`config.mk`:
```
export PLATFORM = sky130hd
export DESIGN_NAME = bcm_slot_sequencer_flat
export DESIGN_NICKNAME = d
export VERILOG_FILES = /design/src/rtl/bcm_slot_sequencer_if.sv /design/src/rtl/bcm_slot_sequencer.sv /design/src/flat_wrapper.sv
export SDC_FILE = /design/constraint.sdc
export NUM_CORES = 1
export LEC_CHECK = 0
export CAP_MARGIN = 25
export CORE_AREA = 2 2 101 103
export CTS_CLUSTER_SIZE = 12
export DETAILED_ROUTE_END_ITERATION = 10
export DIE_AREA = 0 0 103 105
export GPL_ROUTABILITY_DRIVEN = 0
export SLEW_MARGIN = 40
export SYNTH_ARGS = -nofsm -noshare
export SYNTH_HDL_FRONTEND = slang
export SYNTH_SLANG_ARGS = --single-unit
```
`constraint.sdc`:
```
create_clock -name CLK -period 2.1 [get_ports CLK]
set_input_delay 0.42 -clock CLK [delete_from_list [all_inputs] [get_ports CLK]]
set_output_delay 0.42 -clock CLK [all_outputs]
set_load 0.005 [all_outputs]
```
`src/rtl/bcm_slot_sequencer_if.sv`:
```
// Bus between the brightness source and the BCM slot sequencer.
// The master drives the time base, run request and brightness words; the slave returns the pin outputs and status.
interface bcm_slot_sequencer_if #(
    parameter int NUM_CH    = 6,
    parameter int NUM_SLOTS = 4
);
    localparam int SLOT_W = (NUM_SLOTS > 1) ? $clog2(NUM_SLOTS) : 1;

    logic                        TICK;
    logic                        EN;
    logic [NUM_CH*NUM_SLOTS-1:0] DATA;
    logic [NUM_CH-1:0]           Q;
    logic [SLOT_W-1:0]           SLOT;
    logic                        FRAME_START;
    logic                        BUSY;

    modport master (output TICK, EN, DATA, input Q, SLOT, FRAME_START, BUSY);
    modport slave  (input TICK, EN, DATA, output Q, SLOT, FRAME_START, BUSY);
endinterface

```
`src/rtl/bcm_slot_sequencer.sv`:
```
// Binary-code-modulation sequencer: binary-weighted slots, each followed by a forced-low guard.
// Define BCM_ACTIVE_LOW_EN to invert Q at the output register for active-low LED pins.
//
// state  | meaning
// IDLE   | outputs parked, waiting for EN
// ACTIVE | slot SLOT running, Q follows latched bit SLOT of each channel
// GUARD  | forced-off gap after a slot, SLOT holds
module bcm_slot_sequencer #(
    parameter int NUM_CH    = 6,
    parameter int NUM_SLOTS = 4,
    parameter int BASE_LEN  = 100,
    parameter int GUARD_LEN = 4,
    parameter int CNT_W     = 11
) (
    input  logic                CLK,
    input  logic                RST,
    bcm_slot_sequencer_if.slave bus
);
    localparam int SLOT_W = (NUM_SLOTS > 1) ? $clog2(NUM_SLOTS) : 1;
    localparam logic [SLOT_W-1:0] LAST_SLOT  = SLOT_W'(NUM_SLOTS - 1);
    localparam logic [CNT_W-1:0]  GUARD_LOAD = CNT_W'((GUARD_LEN > 0) ? GUARD_LEN - 1 : 0);
`ifdef BCM_ACTIVE_LOW_EN
    localparam logic Q_INV = 1'b1;
`else
    localparam logic Q_INV = 1'b0;
`endif
    localparam logic [NUM_CH-1:0] Q_OFF = {NUM_CH{Q_INV}};

    typedef enum logic [1:0] {IDLE, ACTIVE, GUARD} state_t;

    state_t                      state_r, state_n;
    logic [CNT_W-1:0]            cnt_r, cnt_n;
    logic [SLOT_W-1:0]           slot_r, slot_n;
    logic [NUM_CH*NUM_SLOTS-1:0] data_r, data_n;
    logic [NUM_CH-1:0]           q_r, q_n;
    logic                        fs_r, fs_n;
    logic                        busy_r;
    logic                        adv;
    logic [NUM_SLOTS-1:0]        word;

    function automatic logic [CNT_W-1:0] slot_len_m1(input logic [SLOT_W-1:0] s);
        return (CNT_W'(BASE_LEN) << s) - CNT_W'(1);
    endfunction

    always_comb begin
        state_n = state_r;
        cnt_n   = cnt_r;
        slot_n  = slot_r;
        data_n  = data_r;
        fs_n    = 1'b0;
        adv     = 1'b0;
        word    = '0;
        q_n     = Q_OFF;

        unique case (state_r)
            IDLE: begin
                if (bus.EN) begin
                    state_n = ACTIVE;
                    slot_n  = '0;
                    data_n  = bus.DATA;
                    fs_n    = 1'b1;
                    cnt_n   = slot_len_m1('0);
                end
            end
            ACTIVE: begin
                if (bus.TICK) begin
                    if (cnt_r == '0) begin
                        if (GUARD_LEN > 0) begin
                            state_n = GUARD;
                            cnt_n   = GUARD_LOAD;
                        end else begin
                            adv = 1'b1;
                        end
                    end else begin
                        cnt_n = cnt_r - CNT_W'(1);
                    end
                end
            end
            GUARD: begin
                if (bus.TICK) begin
                    if (cnt_r == '0) adv = 1'b1;
                    else             cnt_n = cnt_r - CNT_W'(1);
                end
            end
            default: state_n = IDLE;
        endcase

        // Slot advance; the frame boundary re-latches DATA only while EN is still requested
        if (adv) begin
            if (slot_r != LAST_SLOT) begin
                state_n = ACTIVE;
                slot_n  = slot_r + SLOT_W'(1);
                cnt_n   = slot_len_m1(slot_r + SLOT_W'(1));
            end else if (bus.EN) begin
                state_n = ACTIVE;
                slot_n  = '0;
                data_n  = bus.DATA;
                fs_n    = 1'b1;
                cnt_n   = slot_len_m1('0);
            end else begin
                state_n = IDLE;
                slot_n  = '0;
                cnt_n   = '0;
            end
        end

        if (state_n == ACTIVE) begin
            for (int c = 0; c < NUM_CH; c++) begin
                word   = data_n[c*NUM_SLOTS +: NUM_SLOTS];
                q_n[c] = word[slot_n] ^ Q_INV;
            end
        end
    end

    always_ff @(posedge CLK) begin
        if (RST) begin
            state_r <= IDLE;
            cnt_r   <= '0;
            slot_r  <= '0;
            data_r  <= '0;
            q_r     <= Q_OFF;
            fs_r    <= 1'b0;
            busy_r  <= 1'b0;
        end else begin
            state_r <= state_n;
            cnt_r   <= cnt_n;
            slot_r  <= slot_n;
            data_r  <= data_n;
            q_r     <= q_n;
            fs_r    <= fs_n;
            busy_r  <= (state_n != IDLE);
        end
    end

    assign bus.Q           = q_r;
    assign bus.SLOT        = slot_r;
    assign bus.FRAME_START = fs_r;
    assign bus.BUSY        = busy_r;
endmodule

```
`src/flat_wrapper.sv`:
```
// flat-port wrapper written by rule: the top's interface ports become plain ports
module bcm_slot_sequencer_flat 
#(
    parameter int NUM_CH    = 6,
    parameter int NUM_SLOTS = 4,
    parameter int BASE_LEN  = 100,
    parameter int GUARD_LEN = 4,
    parameter int CNT_W     = 11
)
  (CLK, RST, bus_TICK, bus_EN, bus_DATA, bus_Q, bus_SLOT, bus_FRAME_START, bus_BUSY);
  bcm_slot_sequencer_if #(.NUM_CH(NUM_CH), .NUM_SLOTS(NUM_SLOTS)) bus_i ();
  input  logic CLK;
  input  logic RST;
  input wire logic [$bits(bus_i.TICK)-1:0] bus_TICK;
  input wire logic [$bits(bus_i.EN)-1:0] bus_EN;
  input wire logic [$bits(bus_i.DATA)-1:0] bus_DATA;
  output wire logic [$bits(bus_i.Q)-1:0] bus_Q;
  output wire logic [$bits(bus_i.SLOT)-1:0] bus_SLOT;
  output wire logic [$bits(bus_i.FRAME_START)-1:0] bus_FRAME_START;
  output wire logic [$bits(bus_i.BUSY)-1:0] bus_BUSY;
  assign bus_i.TICK = bus_TICK;
  assign bus_i.EN = bus_EN;
  assign bus_i.DATA = bus_DATA;
  assign bus_Q = bus_i.Q;
  assign bus_SLOT = bus_i.SLOT;
  assign bus_FRAME_START = bus_i.FRAME_START;
  assign bus_BUSY = bus_i.BUSY;
  bcm_slot_sequencer #(.NUM_CH(NUM_CH), .NUM_SLOTS(NUM_SLOTS), .BASE_LEN(BASE_LEN), .GUARD_LEN(GUARD_LEN), .CNT_W(CNT_W)) u_core (.CLK(CLK), .RST(RST), .bus(bus_i));
endmodule
```
==> results.cfg, run 1 <==
[power]
p_leak_nw = 1.80
power_density_nw_per_um2 = 871
irDropWorstVdd_v = 0.000376

[placement]
io_buffer_count = 37
post-dp-hpwl_mm = 5.90
dp_slack_ns = -0.337
placed_area_um2 = 3740

[floorplan]
io_pins = 38
initial_core_util = 0.295
die_area_um2 = 10800
dieWidth_um = 103
fp-row-count = 36
core_area_um2 = 9640
die_h_um = 105

[timing]
rsz0062_at_grt = true
final_hold_viol_count = 0
finalCritPeriodShare = 0.998
fin_crit_ns = 2.10
slew_headroom = 0.754
drv_slew = 0
tightest_slew_ns = 0.366
finalWorstSetupSlack_ns = 0.00493
skew_ns = 0.00383
whs_ns = 0.460
setup_viol = 0
max_freq_mhz = 477

[hold_path]
hold_class = register to register
holdPathStages = 2
hold_start = u_core.data_r[19]
whs_endpoint = u_core.data_r[19]

[yosys]
synth_nets = 414
ys.warnings.count = 0
synth_top_area_share = 0.331
ys_top_cells_by_count = nand2_1 (88), a21oi_1 (54), dfxtp_1 (47)
async_flop_share = 0
postSynthAreaPerCell_um2 = 7.57
syn_inst = 376
synth_top_area_cell = dfxtp_1
ys.flop_type = dfxtp_1
synth_edf_count = 0
ys_seq_elements = 47
syn_area_um2 = 2850
synth_most_common_cell = nand2_1
ys_top_cells_by_area = dfxtp_1 (33%), nand2_1 (12%), a21oi_1 (9.5%), mux2i_1 (8.4%), ha_1 (4.4%)
ys_seq_area_frac = 0.331
yosysUniqueCellTypes = 40

[finish]
drive_above_1_share = 0.294
area_growth_pct = 49.3
insertedDiodeCount = 0
fin_nets = 509
final_core_util = 0.441
final_area_um2 = 4250

[setup_path]
critPathCaptureType = register
path_cells = inv_2, ha_4, nor4b_4, buf_4, nand4_4, mux2i_4, buf_12, mux2i_4, mux2_4, o32ai_2
worstPathMaxFanout = 7
ff2ff_setup_slack_ns = 0.005
required_ns = 2.32
cp-start-kind = register
path_common_cell = mux2i_4
r2r_cells = 10
critPathMaxStageDelay_ns = 0.33
worstReg2RegEnd = u_core.bus.Q[5]
reg2reg_from = u_core.cnt_r[1]
worstPathArrival_ns = 2.32
path_class = register to register
crit_slowest_cell = dfxtp_2

[global_routing]
gr-usage-all-layers = 0.157
grt_first_pass_wirelength_mm = 13.5
grt_max_degree = 33
antenna_found_initial = 0
grt_pass1_vias = 2871
overflow = 0

[clock_tree]
htreeDepth = 2
cts_hold_buf = 0
clk_pin_slew_ns = 0.10
clock-sinks = 47
cts_tree = yes
cts_max_path_buffers = 2
numCtsBuffers = 5
worstSkewPairLatency_ns = 0.30
clockRootBuffer = clkbuf_8

[drt]
drt_iter0_markers = 127
routed_wl_mm = 8.70
wl_per_cell_um = 14.4
ant_nets = 0
drt_first_pass_iters = 4
vias = 3023
avgViaCountPerCell = 5.00
drc = 0

[flow_run]
cap_violations = 0

[status]
outcome = complete, no violations
-- registers in the layout, indices dropped and copies added (netlist names) --
register,cells
u_core.data_r,24
u_core.cnt_r,11
u_core.bus.Q,6
u_core.bus.SLOT,2
u_core.state_r,2
u_core.bus.BUSY,1
u_core.bus.FRAME_START,1
-- logic make-up after synthesis --
group           share of synthesized area
simple gates                        0.272
fa+ha+maj                          0.0440
buf+inv                            0.0492
flops                               0.331
xor+xnor                          0.00308
mux                                 0.116
compound gates                      0.185
-- final cells by class --
type                            count  area [um^2]
Inverter                           10         37.5
Clock inverter                      2         16.3
Sequential cell                    47          946
Clock buffer                        6         72.6
Tap cell                          133          166
Fill cell                         991         5390
Timing Repair Buffer              108          957
Multi-Input combinational cell    299         2050
-- power by group --
| part | switching (W) | internal, W | total (W) |
|---|---|---|---|
| logic | 0.000963 | 0.00104 | 0.00200 |
| registers | 0.0000890 | 0.00103 | 0.00112 |
| clock network | 0.000342 | 0.000240 | 0.000582 |
-- metal layers --
metal | vias to the layer above | track usage | wire (um)
met3 | 8 | 0.0314 | 331
met5 | - | 0 | 0
li1 | 1502 | - | -
met2 | 72 | 0.268 | 4360
met1 | 1441 | 0.200 | 3930
met4 | 0 | 0.0348 | 76
-- critical path: cells and delay by family (launching register included) --
kind,cells,cell delay (ns)
flip-flops,1,0.33
adder cells (fa/ha/maj),1,0.13
multiplexers,3,0.70
AND/OR/NAND/NOR,2,0.34
AO/OA/AOI/OAI,1,0.09
buffers and inverters,3,0.41
-- worst max-delay path by stage --
| stage | slack [ns] | end | startpoint | depth (start not counted) |
|---|---|---|---|---|
| CTS | 0.003 | u_core.bus.Q[4] | u_core.cnt_r[9] | 9 |
| global route | -0.08 | u_core.bus.Q[5] | u_core.cnt_r[1] | 10 |
| detailed placement | -0.34 | u_core.bus.Q[2] | bus_TICK | 7 |
| global placement | -0.29 | u_core.bus.Q[0] | bus_TICK | 7 |
| floorplan | 0.04 | u_core.bus.Q[0] | u_core.state_r[0] | 9 |
| finish | 0.005 | u_core.bus.Q[5] | u_core.cnt_r[1] | 10 |
-- per-stage QoR --
step | total power [W] | setup TNS (ns) | instances
2_1_floorplan | 0.00203 | 0 | 376
3_3_place_gp | 0.00271 | -7.17 | 583
3_5_place_dp | 0.00272 | -7.18 | 583
4_1_cts | 0.00341 | 0 | 598
5_1_grt | 0.00397 | -0.605 | 605
6_report | 0.00370 | 0 | 605
-- placed cells by master (no fill, tap or decap), types with 7 or more instances in the layout --
cell / Yosys / layout
ha_1: 10 / 8
dfxtp_1: 47 / 43
clkdlybuf4s50_1: 0 / 37
o21ai_0: 13 / 9
a21oi_1: 54 / 53
nor2_1: 30 / 28
nor3_2: 0 / 8
inv_1: 10 / 8
nand2_1: 88 / 86
mux2i_1: 24 / 22
buf_4: 0 / 62
nor3_1: 16 / 7
-- timing repair --
action / in CTS / in global routing
gates cloned: 1 / 2
setup buffers: 6 / 6
setup endpoints to repair: 10 / 39
pin swaps: 5 / 12
gates resized for setup: 24 / 49
Note: power is estimated with default switching activity, not from simulation.
==> inputs of run 2 (changes only) <==
- SETUP_SLACK_MARGIN: unset -> 0.4
==> run 2 against run 1 <==
  * Highest routed layer unchanged
  * Clock-buffer cell count did not move
  * Combinational power rose by 4%
  * Register-to-register slack improved by 0.03 ns
  * Sequential share of layout area fell by 0.56 points
  * Hold slack got worse by 0.0026 ns
  * Routed wire length rose by 1.4%
==> results.cfg, run 2 (same netlist as run 1, synthesis figures left out) <==
[status]
outcome = complete, no violations

[clock_tree]
numCtsBuffers = 5
cts_tree = yes
clockRootBuffer = clkbuf_8
clock-sinks = 47
worstSkewPairLatency_ns = 0.30
htreeDepth = 2
cts_max_path_buffers = 2
clk_pin_slew_ns = 0.10
cts_hold_buf = 0

[placement]
post-dp-hpwl_mm = 5.87
io_buffer_count = 37

[flow_run]
cap_violations = 0

[hold_path]
hold_class = register to register

[finish]
multi_input_area_um2 = 2090
final_common_cell = nand2_1
seq_area_um2 = 952
fin_nets = 511
fill_cells = 956
area_growth_pct = 54.2
layout_common_cells = nand2_1 (76), buf_4 (56), dfxtp_1 (40), a21oi_1 (39), clkdlybuf4s50_1 (36)
largest_register = u_core.data_r
drive_above_1_share = 0.346
insertedDiodeCount = 0
largest_reg_flops = 24

[timing]
final_hold_viol_count = 0
finalCritPeriodShare = 0.983
drv_slew = 0
whs_ns = 0.457
tightest_slew_ns = 0.326
skew_ns = 0.00922
setup_viol = 0
fin_setup_tns_ns = 0
max_freq_mhz = 484
slew_headroom = 0.782
fin_crit_ns = 2.06
rsz0062_at_grt = true

[drt]
vias = 3043
avgViaCountPerCell = 5.01
wl_per_cell_um = 14.5
ant_nets = 0
drt_first_pass_iters = 5
drt_iter0_markers = 137
drc = 0
routed_wl_mm = 8.83

[power]
p_total_w = 0.00381
irDropWorstVdd_v = 0.000376
power_density_nw_per_um2 = 868
p_leak_nw = 1.85

[setup_path]
path_class = register to register
worstPathArrival_ns = 2.29
worstPathMaxFanout = 13
critPathCaptureType = register
required_ns = 2.32
cp-start-kind = register

[floorplan]
die_h_um = 105
io_pins = 38
core_area_um2 = 9640
fp-row-count = 36
dieWidth_um = 103
initial_core_util = 0.295
die_area_um2 = 10800

[global_routing]
grt_pass1_vias = 3004
grt_max_degree = 41
grt_util_met2 = 0.283
grt_use_met1 = 0.207
grt_first_pass_wirelength_mm = 14.3
gr-usage-all-layers = 0.163
met3_usage = 0.0254
antenna_found_initial = 0
overflow = 0
grt_most_used_layer = met2
run 2: cell types whose count changed in the layout (fill, tap and decap cells not counted), moves of 6 or more:
cell	change
a21oi_1	-14
buf_4	-6
nand2_1	-10
a21oi_2	+14
nor3_2	-7
nor3_1	+8
run 2: cell type report:
| type | count | share of cell area |
|---|---|---|
| clock buffers | 6 | 0.0165 |
| multi-input cells | 299 | 0.477 |
| inverters | 10 | 0.00855 |
| repair buffers | 110 | 0.239 |
| flip-flops and latches | 47 | 0.217 |
| well taps | 133 | 0.0379 |
| clock inverters | 2 | 0.00371 |
run 2: per-stage QoR:
stage | instances | instance area (um^2) | util | worst slack [ns]
floorplan | 376 | 2920 | - | 0.125
global placement | 581 | 3780 | 0.393 | -0.222
detailed placement | 581 | 3780 | 0.393 | -0.293
CTS | 604 | 4160 | 0.431 | 0.0439
global route | 607 | 4390 | 0.455 | -0.0826
finish | 607 | 4390 | 0.455 | 0.0352
run 2: final timing paths:
kind,end,depth (start not counted),slack (ns),from
worst max-delay path,u_core.bus.Q[4],10,0.04,u_core.cnt_r[1]
worst min-delay path,u_core.data_r[22],2,0.46,u_core.data_r[22]
worst max register to register,u_core.bus.Q[4],10,0.04,u_core.cnt_r[1]
worst min register to register,u_core.data_r[22],2,0.46,u_core.data_r[22]
run 2: report_power, final:
part	switching [W]	total, W	leakage (nW)	internal, W
clock network	0.000350	0.000591	0.0418	0.000241
logic	0.000999	0.00209	1.42	0.00109
registers	0.0000980	0.00113	0.388	0.00103
total	0.00145	0.00381	1.85	0.00236
run 2: what timing repair did:
| item | CTS | global route |
|---|---|---|
| gates resized for setup | 51 | 47 |
| cloned | 4 | 1 |
| setup buffers | 11 | 2 |
| endpoints found under the setup margin | 48 | 47 |
| pin swaps | 17 | 5 |
run 2: worst max-delay path, stage by stage, from the launching register on:
cell and delay [ns]:
dfxtp_2 0.33, inv_2 0.07, ha_4 0.12, nor4b_4 0.17, buf_4 0.19, nand4_4 0.16
mux2i_4 0.25, buf_12 0.17, mux2i_2 0.14, mux2_2 0.27, o32ai_2 0.10
run 2: routing by layer:
metal / vias to the layer above / part of all wire
li1: 1506 / -
met1: 1449 / 0.44
met2: 76 / 0.51
met3: 12 / 0.036
met4: 0 / 0.013
met5: - / 0
==> inputs of run 3 (changes only) <==
- CORE_AREA: 2 2 101 103 -> 2 2 129 81
- DIE_AREA: 0 0 103 105 -> 0 0 131 83
==> run 3 against run 2 <==
  * The run now ends with setup timing left
  * Clock-buffer cell count unchanged
  * Setup slack got worse by 0.037 ns
  * Sequential cell count unchanged
  * Critical path depth unchanged
  * Largest cell class unchanged
  * Utilization increased by 3.5 points
  * Via count increased by 1.3%
  * Design area increased by 7.7%
  * Critical endpoint unchanged
  * Clock skew decreased by 0.0064 ns
  * Highest routed layer unchanged
==> results.cfg, run 3 (same netlist as run 1, synthesis figures left out) <==
[status]
outcome = complete, but fails checks
violations = setup timing

[timing]
skew_ns = 0.00277
slew_headroom = 0.752
tightest_slew_ns = 0.372
finalCritPeriodShare = 1.00
drv_slew = 0
rsz0062_at_grt = true
final_hold_viol_count = 0
finalWorstSetupSlack_ns = -0.00202
setup_viol = 1
max_freq_mhz = 476
fin_crit_ns = 2.10

[power]
combPwrFrac = 0.529
p_seq_frac = 0.259
pwr-share-clk = 0.212
p_total_w = 0.00444
irDropWorstVdd_v = 0.000475
p_sw_frac = 0.369
power_density_nw_per_um2 = 939
p_leak_nw = 2.00
switchingPower_w = 0.00164
intPower_w = 0.00280

[drt]
drt_iter0_markers = 227
routed_wl_mm = 9.75
route.met2.wl_mm = 4.09
drc = 0
vias = 3084
wl_met1_mm = 4.84
ant_nets = 0
avgViaCountPerCell = 5.13
wl_per_cell_um = 16.2
drt_first_pass_iters = 5
maxUsedRoutingLayer = met4
met3_length_um = 705

[clock_tree]
cts_max_path_buffers = 2
clockRootBuffer = clkbuf_16
numCtsBuffers = 5
worstSkewPairLatency_ns = 0.29
clk_pin_slew_ns = 0.06
htreeDepth = 2
clock-sinks = 47
cts_tree = yes

[floorplan]
io_pins = 38
initial_core_util = 0.295
die_h_um = 83
core_area_um2 = 9630
die_area_um2 = 10900
dieWidth_um = 131
fp-row-count = 28

[finish]
insertedDiodeCount = 0
largest_register = u_core.data_r
drive_above_1_share = 0.423
area_growth_pct = 66.1
layout_common_cells = nand2_1 (57), buf_4 (45), dfxtp_1 (42), clkdlybuf4s50_1 (36), a21oi_1 (28)
fill_cells = 889
final_area_um2 = 4730
largest_reg_flops = 24
final_common_cell = nand2_1
fin_nets = 503

[placement]
post-dp-hpwl_mm = 6.44
io_buffer_count = 37
dp_slack_ns = -0.411
placed_area_um2 = 3780

[hold_path]
hold_class = register to register

[global_routing]
grt_first_pass_wirelength_mm = 15.5
gr-usage-all-layers = 0.181
grt_max_degree = 27
grt_pass1_vias = 2992
overflow = 0
antenna_found_initial = 0

[flow_run]
cap_violations = 0

[setup_path]
worstPathArrival_ns = 2.28
cp-start-kind = register
path_class = register to register
critPathCaptureType = register
worstPathMaxFanout = 7
required_ns = 2.28
[run 3: cell types whose count changed in the layout (fill, tap and decap cells not counted), moves of 9 or more]
cell and delta:
nand2_4 +14, nor3_1 -11, a21oi_2 +11, buf_4 -11
nand2_1 -19, nor3_2 +9, a21oi_1 -11
[run 3: path summary, 6_finish.rpt]
check	start	end	slack, ns	depth (start not counted)
min	u_core.data_r[19]	u_core.data_r[19]	0.48	2
max	u_core.cnt_r[1]	u_core.bus.Q[4]	-0.002	10
max reg2reg	u_core.cnt_r[1]	u_core.bus.Q[4]	-0.002	10
min reg2reg	u_core.data_r[19]	u_core.data_r[19]	0.48	2
[run 3: power groups by stage]
stage | Sequential (W) | Clock [W] | Combinational (W)
5_1_grt | 0.00117 | 0.00101 | 0.00251
3_3_place_gp | 0.00114 | 0 | 0.00165
2_1_floorplan | 0.00114 | 0 | 0.000949
4_1_cts | 0.00114 | 0.000958 | 0.00210
3_5_place_dp | 0.00115 | 0 | 0.00166
6_report | 0.00115 | 0.000942 | 0.00235
[run 3: timing repair]
item                                    CTS  global route
setup buffers                             6             1
hold buffers                              0             0
gates resized for setup                 116            48
gates cloned                              3             1
endpoints found under the setup margin   47            47
pin swaps                                44            13
[run 3: worst max-delay path, stage by stage, from the launching register on]
cell	delay, ns
dfxtp_2	0.32
inv_2	0.07
ha_4	0.14
nor4b_4	0.17
buf_4	0.18
nand4_4	0.17
mux2i_4	0.28
clkbuf_16	0.20
mux2i_1	0.21
mux2_4	0.18
o32ai_2	0.06
[run 3: metal layers]
metal  vias up  GRT usage
li1       1497          -
met1      1481      0.275
met2        96      0.253
met3        10     0.0380
met4         0     0.0474
met5         -          0
[run 3: through the flow]
stage                     std cells  hold slack (ns)   TNS, ns   util
after floorplan                 376            0.431         0      -
after global placement          582            0.438     -6.22  0.392
after detailed placement        582            0.446     -8.04  0.392
after CTS                       599            0.463         0  0.465
after global routing            601            0.499    -0.951  0.491
final                           601            0.477  -0.00202  0.491
[run 3: layout make-up]
cell class              count  area [um^2]  area share
multi-input cells         299         2380       0.503
repair buffers            102         1020       0.216
flip-flops and latches     47          950       0.201
well taps                 135          169      0.0357
clock buffers               6          139      0.0294
inverters                  10         37.5     0.00794
clock inverters             2         35.0     0.00741
